===== src/rtl/instr_fetch_if.sv =====
// Fetch-stage bus: decode-side control, instruction memory port and the IF/ID outputs.
interface instr_fetch_if;
   logic        stall;
   logic        redirect;
   logic [31:0] redirect_pc;
   logic [31:0] instr_in;
   logic [31:0] pc_addr;
   logic [31:0] id_pc;
   logic [31:0] id_instr;
   logic        id_valid;

   // Fetch unit side.
   modport master (
      input  stall,
      input  redirect,
      input  redirect_pc,
      input  instr_in,
      output pc_addr,
      output id_pc,
      output id_instr,
      output id_valid
   );

   // Pipeline / memory side.
   modport slave (
      output stall,
      output redirect,
      output redirect_pc,
      output instr_in,
      input  pc_addr,
      input  id_pc,
      input  id_instr,
      input  id_valid
   );
endinterface


===== src/rtl/instr_fetch.sv =====
// Instruction fetch stage with a one-entry skid buffer.
// The instruction memory returns data one cycle after the address, so a stall
// catches the in-flight word in the buffer (HOLD) and replays it on release.
module instr_fetch #(
   parameter logic [31:0] RESET_PC  = 32'h0000_0000,
   parameter logic [31:0] NOP_INSTR = 32'h0000_0013
) (
   input logic          clk,
   input logic          rst,
   instr_fetch_if.master bus
);

   typedef enum logic {StRun, StHold} state_e;

   state_e      state_q, state_d;
   logic [31:0] pc_q;
   logic [31:0] req_pc_q;
   logic        req_valid_q;
   logic [31:0] buf_pc_q;
   logic [31:0] buf_instr_q;
   logic [31:0] id_pc_q;
   logic [31:0] id_instr_q;
   logic        id_valid_q;

   logic        load_buf;
   logic        from_buf;

   // FSM state register.
   always_ff @(posedge clk) begin
      if (rst) begin
         state_q <= StRun;
      end else begin
         state_q <= state_d;
      end
   end

   // FSM next state: redirect always returns to RUN, a stall with data in flight enters HOLD.
   always_comb begin
      state_d = state_q;
      if (bus.redirect) begin
         state_d = StRun;
      end else if (bus.stall) begin
         if (state_q == StRun && req_valid_q) begin
            state_d = StHold;
         end
      end else begin
         state_d = StRun;
      end
   end

   // FSM outputs: when to capture the in-flight word and when to replay it.
   always_comb begin
      load_buf = 1'b0;
      from_buf = 1'b0;
      unique case (state_q)
         StRun:   load_buf = !bus.redirect && bus.stall && req_valid_q;
         StHold:  from_buf = !bus.redirect && !bus.stall;
         default: ;
      endcase
   end

   // Datapath: fetch address, request tracking, skid buffer and IF/ID register.
   always_ff @(posedge clk) begin
      if (rst) begin
         pc_q        <= RESET_PC;
         req_pc_q    <= '0;
         req_valid_q <= 1'b0;
         buf_pc_q    <= '0;
         buf_instr_q <= '0;
         id_pc_q     <= '0;
         id_instr_q  <= NOP_INSTR;
         id_valid_q  <= 1'b0;
      end else if (bus.redirect) begin
         // id_pc is left as-is; id_valid=0 marks it meaningless.
         pc_q        <= {bus.redirect_pc[31:2], 2'b00};
         req_valid_q <= 1'b0;
         id_valid_q  <= 1'b0;
         id_instr_q  <= NOP_INSTR;
      end else if (bus.stall) begin
         if (load_buf) begin
            buf_instr_q <= bus.instr_in;
            buf_pc_q    <= req_pc_q;
         end
      end else begin
         if (from_buf) begin
            id_instr_q <= buf_instr_q;
            id_pc_q    <= buf_pc_q;
            id_valid_q <= 1'b1;
         end else begin
            id_instr_q <= req_valid_q ? bus.instr_in : NOP_INSTR;
            id_pc_q    <= req_pc_q;
            id_valid_q <= req_valid_q;
         end
         req_pc_q    <= pc_q;
         req_valid_q <= 1'b1;
         // Wraps modulo 2^32.
         pc_q        <= pc_q + 32'd4;
      end
   end

   assign bus.pc_addr  = pc_q;
   assign bus.id_pc    = id_pc_q;
   assign bus.id_instr = id_instr_q;
   assign bus.id_valid = id_valid_q;

endmodule


===== src/flat_wrapper.sv =====
// flat-port wrapper written by rule: the top's interface ports become plain ports
module instr_fetch_flat 
#(
   parameter logic [31:0] RESET_PC  = 32'h0000_0000,
   parameter logic [31:0] NOP_INSTR = 32'h0000_0013
)
  (clk, rst, bus_stall, bus_redirect, bus_redirect_pc, bus_instr_in, bus_pc_addr, bus_id_pc, bus_id_instr, bus_id_valid);
  instr_fetch_if bus_i ();
  input logic clk;
  input logic rst;
  input wire logic [$bits(bus_i.stall)-1:0] bus_stall;
  input wire logic [$bits(bus_i.redirect)-1:0] bus_redirect;
  input wire logic [$bits(bus_i.redirect_pc)-1:0] bus_redirect_pc;
  input wire logic [$bits(bus_i.instr_in)-1:0] bus_instr_in;
  output wire logic [$bits(bus_i.pc_addr)-1:0] bus_pc_addr;
  output wire logic [$bits(bus_i.id_pc)-1:0] bus_id_pc;
  output wire logic [$bits(bus_i.id_instr)-1:0] bus_id_instr;
  output wire logic [$bits(bus_i.id_valid)-1:0] bus_id_valid;
  assign bus_i.stall = bus_stall;
  assign bus_i.redirect = bus_redirect;
  assign bus_i.redirect_pc = bus_redirect_pc;
  assign bus_i.instr_in = bus_instr_in;
  assign bus_pc_addr = bus_i.pc_addr;
  assign bus_id_pc = bus_i.id_pc;
  assign bus_id_instr = bus_i.id_instr;
  assign bus_id_valid = bus_i.id_valid;
  instr_fetch #(.RESET_PC(RESET_PC), .NOP_INSTR(NOP_INSTR)) u_core (.clk(clk), .rst(rst), .bus(bus_i));
endmodule

===== config.mk =====
export PLATFORM = sky130hd
export DESIGN_NAME = instr_fetch_flat
export DESIGN_NICKNAME = d
export VERILOG_FILES = /design/src/rtl/instr_fetch_if.sv /design/src/rtl/instr_fetch.sv /design/src/flat_wrapper.sv
export SDC_FILE = /design/constraint.sdc
export NUM_CORES = 1
export LEC_CHECK = 0
export CAP_MARGIN = 30
export CELL_PAD_IN_SITES_DETAIL_PLACEMENT = 1
export CELL_PAD_IN_SITES_GLOBAL_PLACEMENT = 2
export CORE_ASPECT_RATIO = 1.75
export CORE_UTILIZATION = 30
export DETAILED_ROUTE_END_ITERATION = 7
export PLACE_DENSITY_LB_ADDON = 0.05
export SLEW_MARGIN = 20
export SYNTH_ARGS = -nofsm -noshare
export SYNTH_HDL_FRONTEND = slang
export SYNTH_SLANG_ARGS = --single-unit
export TNS_END_PERCENT = 20

===== constraint.sdc =====
create_clock -name clk -period 2.75 [get_ports clk]
set_input_delay 0.275 -clock clk [delete_from_list [all_inputs] [get_ports clk]]
set_output_delay 0.275 -clock clk [all_outputs]
set_load 0.02 [all_outputs]

==> results.sh <==
export IMPL_status="finished, violations left"
export IMPL_violations="design-rule violations"
export IMPL_wl_per_cell_um=17.8
export IMPL_synth_main_ff_cell="dfxtp_1"
export IMPL_ctsResizeCount=0
export IMPL_io_buffers=158
export IMPL_drtPass1Iterations=6
export IMPL_postCtsHoldBufs=0
export IMPL_start_util_pct=30.6
export IMPL_met3_usage_pct=5.41
export IMPL_clkTransAtPathRegs_ns=0.07
export IMPL_fin_nets=1182
export IMPL_synth_compound_area_share_pct=16.3
export IMPL_fillers=3092
export IMPL_crit_required_ns=3.08
export IMPL_synth_area_per_cell_um2=7.98
export IMPL_ys_seq_area_share_pct=47.1
export IMPL_yosysWarnings=0
export IMPL_critPathMaxFanout=12
export IMPL_worst_slew_pin_slew_ns=0.689
export IMPL_cts_max_level=4
export IMPL_comb_power_share_pct=11.8
export IMPL_seqPwrFrac_pct=47.9
export IMPL_crit_family="simple AND/OR/NAND/NOR gates"
export IMPL_rsz0062_at_grt="no"
export IMPL_setup_viol=0
export IMPL_syn_to_final_growth_pct=30.8
export IMPL_synthAdderAreaFrac_pct=0.158
export IMPL_muxShareOfSynthArea_pct=4.30
export IMPL_die_h_um=217
export IMPL_rows=78
export IMPL_grt_util_all_layers_pct=19.7
export IMPL_pin_count=165
export IMPL_layout_commonest_cell="nand2_1"
export IMPL_synthArstFlopShare_pct=0
export IMPL_holdPathStages=2
export IMPL_grtUsageMet1_pct=20.9
export IMPL_maxCapViolations=0
export IMPL_crit_type="flip-flop to flip-flop"
export IMPL_grt_pass1_wl_um=41200
export IMPL_power_internal_w=0.00443
export IMPL_grt_max_degree=136
export IMPL_hold_start="rst"
export IMPL_period_share_pct=80.3
export IMPL_pre_cts_slack_ns=0.516
export IMPL_synth_cell_area_um2=7940
export IMPL_clk_path_buf_depth=2
export IMPL_slew_viol_final=0
export IMPL_die_x_um=125
export IMPL_diodes=0
export IMPL_gp_congestion=0.726
export IMPL_cts_buffers=17
export IMPL_hp_class="primary input to flip-flop"
export IMPL_grt_pass1_vias=7511
export IMPL_r2r_end="u_core.bus.pc_addr[23]"
export IMPL_fin_crit_ns=2.21
export IMPL_ff2ff_path_depth=4
export IMPL_cpPeakStageDelay_ns=0.60
export IMPL_cts_root_buf="clkbuf_16"
export IMPL_synth_distinct_cells=54
export IMPL_leakage_nw=3.50
export IMPL_vias=7378
export IMPL_fin_ws_ns=0.542
export IMPL_drt_wl_total_um=25700
export IMPL_relSlewSlack_pct=54.0
export IMPL_worstSetupEndpointType="flip-flop"
export IMPL_top_usage_layer="met2"
export IMPL_path_buf_inv=0
export IMPL_cp_slowest_cell="or3_1"
export IMPL_start_kind="flip-flop"
export IMPL_p_sw_w=0.00159
export IMPL_synthCells=995
export IMPL_power_density_nw_per_um2=580
export IMPL_peakVddDrop_mv=0.451
export IMPL_grtUsageMet2_pct=36.6
export IMPL_min_delay_worst_endpoint="u_core.bus.pc_addr[20]"
export IMPL_cts_setup_buffers=0
export IMPL_drive_gt1_share_pct=6.22
export IMPL_antenna_found_initial=0
export IMPL_die_area_um2=27200
export IMPL_ys_ff_latch=187
export IMPL_setup_tns_final_ns=0
export IMPL_antenna_left=0
export IMPL_final_cell_mix="248 x nand2_1, 186 x dfxtp_1, 155 x clkdlybuf4s50_1"
export IMPL_skew_ns=0.00585
export IMPL_drcViolationCount=18
export IMPL_cp_data_arrival_time_ns=2.54
export IMPL_post_dp_hpwl_um=17100
export IMPL_cts_tree="yes"
export IMPL_synth_simple_gate_area_share_pct=26.6
export IMPL_synth_edf_count=0
export IMPL_core_um2=26000
export IMPL_clk_latency_ns=0.45
export IMPL_grt_overflow=0
export IMPL_swShare_pct=26.4
export IMPL_drtIter0Drc=311
export IMPL_fmax_mhz=453
export IMPL_r2r_start="u_core.bus.pc_addr[13]"
export IMPL_synth_xor_area_share_pct=0.992
export IMPL_path_cells="nand4_1 -> or3_1 -> o41a_1 -> a2111oi_0"
export IMPL_rrSetupSlack_ns=0.54
export IMPL_pwr_share_clk_pct=40.3
export IMPL_hold_viol=0
export IMPL_synth_top_family_by_area="simple AND/OR/NAND/NOR gates"
export IMPL_clock_sinks=187
export IMPL_viasPerCell=5.10
metrics by stage:
stage / hold WS [ns] / cells / power, W / area [um2] / utilization, %
2_1_floorplan: 0.411 / 998 / 0.00329 / 7950 / -
3_3_place_gp: 0.441 / 1414 / 0.00366 / 9820 / 37.8
4_1_cts: 0.178 / 1446 / 0.00612 / 10400 / 40.0
6_report: 0.202 / 1446 / 0.00602 / 10400 / 40.0
3_5_place_dp: 0.447 / 1414 / 0.00367 / 9820 / 37.8
5_1_grt: 0.189 / 1446 / 0.00628 / 10400 / 40.0
worst max path at each step:
| stage | end | from | cells after the start |
|---|---|---|---|
| floorplan | u_core.bus.pc_addr[29] | u_core.bus.pc_addr[14] | 6 |
| global placement | u_core.bus.pc_addr[23] | u_core.bus.pc_addr[13] | 4 |
| detailed placement | u_core.bus.pc_addr[23] | u_core.bus.pc_addr[13] | 4 |
| CTS | u_core.bus.pc_addr[23] | u_core.bus.pc_addr[13] | 4 |
| global route | u_core.bus.pc_addr[23] | u_core.bus.pc_addr[13] | 4 |
| finish | u_core.bus.pc_addr[23] | u_core.bus.pc_addr[13] | 4 |
logic make-up (layout without fill, tap and decap cells):
kind of cell               after synthesis  after routing
other                                    1              4
adders and majority gates                1              1
AOI/OAI and AO/OA                      205            205
and+or+nand+nor                        467            467
xor gates and xnor gates                 9              9
muxes                                   34             34
buffers and inverters                   91            219
DFF                                    187            187
power groups by stage:
stage          Clock [W]  Sequential [W]  Combinational [W]
3_5_place_dp           0         0.00295           0.000720
6_report         0.00243         0.00289           0.000708
3_3_place_gp           0         0.00295           0.000715
4_1_cts          0.00251         0.00289           0.000723
2_1_floorplan          0         0.00301           0.000284
5_1_grt          0.00261         0.00290           0.000774
cells in the mapped netlist, drive strengths merged, types with 6 or more instances:
| library cell | number | area, um2 |
|---|---|---|
| a21oi | 100 | 500 |
| nand2 | 248 | 931 |
| mux2i | 33 | 330 |
| clkbuf | 76 | 287 |
| nand3 | 15 | 75.1 |
| dfxtp | 187 | 3740 |
| or3 | 8 | 52.6 |
| o211ai | 6 | 45.0 |
| buf | 10 | 56.3 |
| nor2b | 31 | 194 |
| a211oi | 64 | 480 |
| nor2 | 80 | 300 |
| or4 | 12 | 90.1 |
| a31oi | 9 | 56.3 |
| nand4 | 12 | 81.3 |
| and3 | 6 | 37.5 |
| nor3 | 33 | 165 |
sequential cells by signal, indices dropped and copies added (netlist names):
name,count
u_core.req_pc_q,30
u_core.bus.id_instr,32
u_core.bus.id_pc,30
u_core.buf_pc_q,30
u_core.state_q,1
u_core.bus.pc_addr,30
u_core.buf_instr_q,32
u_core.bus.id_valid,1
u_core.req_valid_q,1
per-layer routing:
metal | up-vias | wire (um) | part of all wire, %
met3 | 21 | 1340 | 5.2
met4 | 0 | 445 | 1.7
met2 | 127 | 13500 | 53
met1 | 3573 | 10400 | 40
li1 | 3657 | - | -
met5 | - | 0 | 0
cell type report:
| cell class | count | area, um2 | share of cell area (%) |
|---|---|---|---|
| inverter | 5 | 18.8 | 0.181 |
| clock buffer | 20 | 467 | 4.49 |
| clock inverter | 12 | 96.3 | 0.928 |
| timing repair buffer | 182 | 1790 | 17.2 |
| multi-input combinational | 720 | 3870 | 37.3 |
| tap | 320 | 400 | 3.86 |
| sequential | 187 | 3740 | 36.1 |
Power figures use the tool's default switching activity.
